==> src/rtl/vram_arb_pkg.sv <==
`default_nettype none
// ============================================================================
// Module      : vram_arb_pkg
// Description : Shared types and default sizes for the VRAM access scheduler:
//               read-return tags, fill engine states, default widths.
// Revision    : 1.0 - initial release
// ============================================================================
package vram_arb_pkg;

  localparam int C_ADDR_W   = 18;
  localparam int C_DATA_W   = 16;
  localparam int C_FB_WORDS = 76800;

  // Owner of a VRAM read travelling down the return pipe
  typedef enum logic [1:0] {
    TAG_NONE = 2'd0,
    TAG_DISP = 2'd1,
    TAG_HOST = 2'd2
  } vram_tag_e;

  // Screen-fill engine states
  typedef enum logic [0:0] {
    FILL_IDLE = 1'b0,
    FILL_RUN  = 1'b1
  } fill_state_e;

endpackage : vram_arb_pkg
`default_nettype wire

==> src/rtl/vram_fill_engine.sv <==
`default_nettype none
// ============================================================================
// Module      : vram_fill_engine
// Description : Screen-fill engine. Captures a fill word on start and writes
//               it to addresses 0..FB_WORDS-1, one word per granted slot.
//               Presents a req/gnt pair to the VRAM arbiter. Only built when
//               VRAM_FILL_EN is defined.
// Revision    : 1.0 - initial release
// ============================================================================
module vram_fill_engine
  import vram_arb_pkg::*;
#(
  parameter int ADDR_W   = C_ADDR_W,
  parameter int DATA_W   = C_DATA_W,
  parameter int FB_WORDS = C_FB_WORDS
) (
  input  logic              CLOCK_50,
  input  logic              RESET,
  input  logic              fill_start,
  input  logic [DATA_W-1:0] fill_value,
  input  logic              fill_gnt,
  output logic              fill_req,
  output logic [ADDR_W-1:0] fill_addr,
  output logic [DATA_W-1:0] fill_data,
  output logic              fill_busy
);

  localparam logic [ADDR_W-1:0] C_LAST_ADDR = ADDR_W'(FB_WORDS - 1);

  fill_state_e       r_state;
  logic [ADDR_W-1:0] r_addr;
  logic [DATA_W-1:0] r_value;
  logic              r_busy;

  // Fill FSM: start captures the word, each grant advances the counter,
  // the grant at the last address ends the run (counter never wraps)
  always_ff @(posedge CLOCK_50) begin
    if (RESET) begin
      r_state <= FILL_IDLE;
      r_addr  <= '0;
      r_value <= '0;
      r_busy  <= 1'b0;
    end else begin
      // busy lags the state by one cycle at the end so it stays high
      // through the cycle in which the final write is on the bus
      r_busy <= (r_state == FILL_RUN) || fill_start;
      case (r_state)
        FILL_IDLE: begin
          if (fill_start) begin
            r_state <= FILL_RUN;
            r_addr  <= '0;
            r_value <= fill_value;
          end
        end
        FILL_RUN: begin
          if (fill_gnt) begin
            if (r_addr == C_LAST_ADDR) begin
              r_state <= FILL_IDLE;
            end else begin
              r_addr <= r_addr + ADDR_W'(1);
            end
          end
        end
        default: r_state <= FILL_IDLE;
      endcase
    end
  end

  assign fill_req  = (r_state == FILL_RUN);
  assign fill_addr = r_addr;
  assign fill_data = r_value;
  assign fill_busy = r_busy;

endmodule : vram_fill_engine
`default_nettype wire

==> src/rtl/vram_arbiter.sv <==
`default_nettype none
// ============================================================================
// Module      : vram_arbiter
// Description : Single-port VRAM scheduler. Display scanout has absolute
//               priority, then the host port, then (optionally) the fill
//               engine. Arbitration is registered; the winner drives mem_*
//               in the following cycle. Read data returns through a tag pipe.
//               Optional feature macro: VRAM_FILL_EN (fill engine + ports,
//               FB_WORDS parameter).
// Revision    : 1.0 - initial release
// ============================================================================
module vram_arbiter
  import vram_arb_pkg::*;
#(
  parameter int ADDR_W   = C_ADDR_W,
  parameter int DATA_W   = C_DATA_W,
`ifdef VRAM_FILL_EN
  parameter int FB_WORDS = C_FB_WORDS,
`endif
  parameter int RD_LAT   = 2
) (
  input  logic              CLOCK_50,
  input  logic              RESET,
  input  logic              disp_req,
  input  logic [ADDR_W-1:0] disp_addr,
  output logic [DATA_W-1:0] disp_data,
  output logic              disp_valid,
  input  logic              host_req,
  input  logic              host_we,
  input  logic [ADDR_W-1:0] host_addr,
  input  logic [DATA_W-1:0] host_wdata,
  output logic              host_gnt,
  output logic [DATA_W-1:0] host_rdata,
  output logic              host_rvalid,
`ifdef VRAM_FILL_EN
  input  logic              fill_start,
  input  logic [DATA_W-1:0] fill_value,
  output logic              fill_busy,
`endif
  output logic [ADDR_W-1:0] mem_addr,
  output logic [DATA_W-1:0] mem_wdata,
  output logic              mem_we,
  input  logic [DATA_W-1:0] mem_rdata
);

  logic [ADDR_W-1:0] r_mem_addr;
  logic [DATA_W-1:0] r_mem_wdata;
  logic              r_mem_we;
  logic              r_host_gnt;
  logic [DATA_W-1:0] r_disp_data;
  logic [DATA_W-1:0] r_host_rdata;
  vram_tag_e         r_tag [0:RD_LAT];
  vram_tag_e         w_tag_in;
  logic              w_host_elig;
  logic              w_disp_valid;
  logic              w_host_rvalid;

  // A held host request that was granted at the previous edge must not be
  // granted again while the host is still seeing host_gnt
  assign w_host_elig = host_req && !r_host_gnt;

`ifdef VRAM_FILL_EN
  logic              w_fill_req;
  logic              w_fill_gnt;
  logic [ADDR_W-1:0] w_fill_addr;
  logic [DATA_W-1:0] w_fill_data;

  assign w_fill_gnt = w_fill_req && !disp_req && !w_host_elig;

  vram_fill_engine #(
    .ADDR_W   (ADDR_W),
    .DATA_W   (DATA_W),
    .FB_WORDS (FB_WORDS)
  ) u_fill (
    .CLOCK_50   (CLOCK_50),
    .RESET      (RESET),
    .fill_start (fill_start),
    .fill_value (fill_value),
    .fill_gnt   (w_fill_gnt),
    .fill_req   (w_fill_req),
    .fill_addr  (w_fill_addr),
    .fill_data  (w_fill_data),
    .fill_busy  (fill_busy)
  );
`endif

  // Registered priority select: display, host, fill; idle keeps addr/wdata
  always_ff @(posedge CLOCK_50) begin
    if (RESET) begin
      r_mem_addr  <= '0;
      r_mem_wdata <= '0;
      r_mem_we    <= 1'b0;
      r_host_gnt  <= 1'b0;
    end else begin
      r_mem_we   <= 1'b0;
      r_host_gnt <= 1'b0;
      if (disp_req) begin
        r_mem_addr <= disp_addr;
      end else if (w_host_elig) begin
        r_mem_addr  <= host_addr;
        r_mem_wdata <= host_wdata;
        r_mem_we    <= host_we;
        r_host_gnt  <= 1'b1;
`ifdef VRAM_FILL_EN
      end else if (w_fill_req) begin
        r_mem_addr  <= w_fill_addr;
        r_mem_wdata <= w_fill_data;
        r_mem_we    <= 1'b1;
`endif
      end
    end
  end

  // Tag for the access issued at this edge; writes and idle slots carry NONE
  always_comb begin
    w_tag_in = TAG_NONE;
    if (disp_req) begin
      w_tag_in = TAG_DISP;
    end else if (w_host_elig && !host_we) begin
      w_tag_in = TAG_HOST;
    end
  end

  // Tag shift register: stage i is live in the (i+1)th cycle after issue,
  // so the last stage lines up with mem_rdata of that read
  always_ff @(posedge CLOCK_50) begin
    if (RESET) begin
      for (int i = 0; i <= RD_LAT; i++) begin
        r_tag[i] <= TAG_NONE;
      end
    end else begin
      r_tag[0] <= w_tag_in;
      for (int i = 1; i <= RD_LAT; i++) begin
        r_tag[i] <= r_tag[i-1];
      end
    end
  end

  // Valid pulses are suppressed while RESET is high so no in-flight read
  // can leak out during reset
  assign w_disp_valid  = !RESET && (r_tag[RD_LAT] == TAG_DISP);
  assign w_host_rvalid = !RESET && (r_tag[RD_LAT] == TAG_HOST);

  // Hold the last returned word for each requester between valid pulses
  always_ff @(posedge CLOCK_50) begin
    if (RESET) begin
      r_disp_data  <= '0;
      r_host_rdata <= '0;
    end else begin
      if (w_disp_valid) begin
        r_disp_data <= mem_rdata;
      end
      if (w_host_rvalid) begin
        r_host_rdata <= mem_rdata;
      end
    end
  end

  assign disp_valid  = w_disp_valid;
  assign disp_data   = w_disp_valid ? mem_rdata : r_disp_data;
  assign host_rvalid = w_host_rvalid;
  assign host_rdata  = w_host_rvalid ? mem_rdata : r_host_rdata;
  assign host_gnt    = r_host_gnt;
  assign mem_addr    = r_mem_addr;
  assign mem_wdata   = r_mem_wdata;
  assign mem_we      = r_mem_we;

endmodule : vram_arbiter
`default_nettype wire

==> config.mk <==
export PLATFORM = sky130hd
export DESIGN_NAME = vram_arbiter
export DESIGN_NICKNAME = d
export VERILOG_FILES = /design/src/rtl/vram_arb_pkg.sv /design/src/rtl/vram_fill_engine.sv /design/src/rtl/vram_arbiter.sv
export SDC_FILE = /design/constraint.sdc
export NUM_CORES = 1
export LEC_CHECK = 0
export ABC_AREA = 1
export ABC_CLOCK_PERIOD_IN_PS = 1200
export BUFFER_PORTS_ARGS = -buffer_cell sky130_fd_sc_hd__buf_2
export CORE_MARGIN = 4
export CORE_UTILIZATION = 43
export DETAILED_ROUTE_END_ITERATION = 8
export PLACE_DENSITY_LB_ADDON = 0.05
export REMOVE_ABC_BUFFERS = 1
export SYNTH_ARGS = -nofsm -noshare
export SYNTH_HDL_FRONTEND = slang
export SYNTH_HIERARCHICAL = 1
export SYNTH_SLANG_ARGS = --single-unit
==> constraint.sdc <==
create_clock -name CLOCK_50 -period 1.2 [get_ports CLOCK_50]
set_clock_uncertainty 0.05 [all_clocks]
set_input_delay 0.12 -clock CLOCK_50 [delete_from_list [all_inputs] [get_ports CLOCK_50]]
set_output_delay 0.12 -clock CLOCK_50 [all_outputs]
set_load 0.02 [all_outputs]
==> summary.md <==
| Metric | Value |
|---|---|
| Status | `finished with violations` |
| Largest net degree at the start of global routing | `36` |
| Slowest stage cell, crit path | `dfxtp_4` |
| DR WL/cell | `between 10 and 15 um` |
| Gr usage total | `0.202` |
| Grt ovf | `0` |
| Rel. slew slack | `0.776` |
| Max-Cap Viols | `0` |
| Power per cell area | `1020 nW/um^2` |
| CP Capture Type | `output pin` |
| Die area | `9760 um^2` |
| Fill count | `around 660` |
| RSZ-0062 raised after global routing | `true` |
| Cell area after synthesis | `between 3000 and 4000 um^2` |
| Hold crit path type | `input pin to register` |
| Die height | `just under 100 um` |
| Area growth syn-to-layout | `57.6%` |
| Worst-Skew Late Latency | `340 ps` |
| DP HPWL | `roughly 6300 um` |
| Crit path launch type | `register` |
| Worst-path clk slew | `approximately 80 ps` |
| Arrival time worst endpoint | `roughly 1500 ps` |
| Antenna Nets Post-Route | `0` |
| Yosys Warn Count | `6` |
| Worst slew pin tran | `between 300 and 400 ps` |
| Failing checks | `setup timing` |
| Final net count | `826` |
| Setup TNS Final | `-13820 ps` |
| Fmax | `606 MHz` |
| Fin. max-slew vios | `0` |
| Worst-case clock buffer depth | `2` |
| Row cnt | `32` |
| Req. time, crit path | `approximately 1000 ps` |
| Initial Utilization | `0.449` |
| Maximum vdd drop | `between 0.6 and 0.7 mV` |
| Worst hold slack | `19.3 ps` |
| 1st-iter DRT viols | `~100` |
| I/O pin count | `~140` |
| CP Cell Sequence | `nor2_4, buf_12, buf_8, nand3_2, nand2_2, inv_2, buf_6` |
| IO buf count | `between 100 and 150` |
| Pre-antenna DRT Iters | `4` |
| Vias in the first global route | `approximately 3700` |
| Die Wd | `between 90 and 100 um` |
| Setup WS pre-CTS | `-119 ps` |
| Final wirelength | `roughly 10000 um` |
| Post-Synthesis Cells | `roughly 560` |
| Drc violations | `0` |
| H-tree lvl count | `3` |
| CTS buffer count | `9` |
| Initial antenna violation count | `0` |
| Fin util | `0.708` |
| Synth Register Bits | `between 70 and 80` |
| Slowest stage delay, CP | `around 370 ps` |
| First-pass GRT wire length | `around 16000 um` |
| Mean Syn Cell Area | `6.34 um^2` |
| Total number of vias | `roughly 3800` |
| ANT cells | `0` |
| Fin crit period | `roughly 1700 ps` |
| Post-route cell area | `about 5600 um^2` |
| Crit-path max FO | `6` |
| P_leak | `~3.1 nW` |
| CTS tree | `built` |
| Placed cell areas | `4560 um^2` |
| WS Path Type | `register to output pin` |
| Core area | `just under 8000 um^2` |
| Clk sinks | `74` |
| Fin. Hold Viols | `0` |
| Seq/Total Area, Yosys | `0.418` |
| Vias per inst | `approximately 4.4` |
| Routability congestion estimate from global placement | `approximately 0.75` |
| # setup viols final | `47` |
| Synth cell types | `20` |
| Fin crit share | `1.38` |
| Setup slack after layout | `-450 ps` |
| Share of cells above drive strength 1 | `0.411` |
| Root Buffer | `clkbuf_8` |
cells in the final DEF, fill, tap and decap left out:
cell type / count
nand2_1: 134
buf_2: 120
inv_1: 98
nor2_1: 93
dfxtp_1: 72
buf_6: 38
nand3_1: 30
inv_2: 27
nand2_2: 24
buf_4: 24
dlygate4sd3_1: 17
nand3_2: 14
nand2_4: 11
clkbuf_8: 10
nand3_4: 9
nor2_2: 9
nor2_4: 6
buf_12: 5
nand2_8: 3
clkinv_2: 3
buf_8: 3
dfxtp_4: 2
a21oi_4: 1
nor3b_1: 1
nor3_1: 1
inv_6: 1
bufinv_16: 1
final timing paths:
| path | cells past startpoint | from | to | slack [ps] |
|---|---|---|---|---|
| max reg2reg | 9 | r_tag[0][5]$_SDFF_PP0_ | r_disp_data[15]$_SDFF_PP0_ | -180 |
| min | 5 | host_addr[17] | mem_addr[17]$_SDFFE_PP0P_ | 20 |
| max | 7 | r_tag[0][5]$_SDFF_PP0_ | disp_data[3] | -450 |
| min reg2reg | 2 | r_tag[0][2]$_SDFF_PP0_ | r_tag[0][4]$_SDFF_PP0_ | 340 |
sequential cells by signal, indices dropped and copies added (netlist names):
register and count:
mem_addr 18, r_host_rdata 16, mem_we 1, r_disp_data 16
r_tag 6, mem_wdata 16, host_gnt 1
critical path, delay by kind of cell (launching register included):
| kind | cells | cell delay [ps] |
|---|---|---|
| DFF | 1 | 370 |
| buffers and inverters | 4 | 480 |
| and+or+nand+nor | 3 | 290 |
cells by family after synthesis:
| family | Yosys count | share of synthesized area |
|---|---|---|
| and+or+nand+nor | 332 | 0.402 |
| AOI/OAI and AO/OA | 1 | 0.00459 |
| DFF | 74 | 0.418 |
| buffers and inverters | 152 | 0.175 |
Yosys cell counts:
master / number / share of area
buf_6: 3 / 0.0095
nor2_1: 97 / 0.10
buf_4: 2 / 0.0042
clkbuf_1: 5 / 0.0053
nor2_4: 2 / 0.0064
inv_1: 118 / 0.12
a21oi_4: 1 / 0.0046
nand2_1: 150 / 0.16
nor3b_1: 1 / 0.0021
nand3_1: 50 / 0.071
buf_1: 1 / 0.0011
nand3_2: 1 / 0.0028
dfxtp_1: 74 / 0.42
nor3_1: 1 / 0.0014
buf_2: 16 / 0.023
nor2_2: 9 / 0.016
nand2_4: 1 / 0.0032
inv_2: 7 / 0.0074
nand2_2: 19 / 0.034
nand3_4: 1 / 0.0049
cell type report:
type,instances,area (um^2),area share
clock buffer,10,138,0.0246
clock inverter,5,53.8,0.00963
inverter,125,469,0.0840
multi-input combinational,336,1790,0.320
sequential,74,1490,0.266
tap,102,128,0.0228
timing repair buffer,207,1520,0.273
routing by layer:
layer  wire length (um)  global-route usage  vias up
li1                   -                   -     1988
met1               4040               0.243     1672
met2               5000               0.345      132
met3                778              0.0524       17
met4                166              0.0777        0
met5                  0                   0        -
metrics by stage:
step	total power [W]	instances
after floorplan	0.00318	532
after global placement	0.00361	813
after detailed placement	0.00363	813
after CTS	0.00570	872
after global routing	0.00601	859
final	0.00571	859
repair_timing:
action	CTS	global route
buffers inserted	25	11
cloned	3	1
endpoints found under the hold margin	18	0
gates resized for setup	70	89
endpoints found under the setup margin	48	52
hold buffers	17	0
pin swaps	20	27
report_power, final:
part           internal (W)  switching, W  total (W)
combinational      0.000500      0.000660    0.00116
clock               0.00100      0.000932    0.00193
sequential          0.00256     0.0000514    0.00261
No activity file was read; power rests on OpenSTA's default activity.
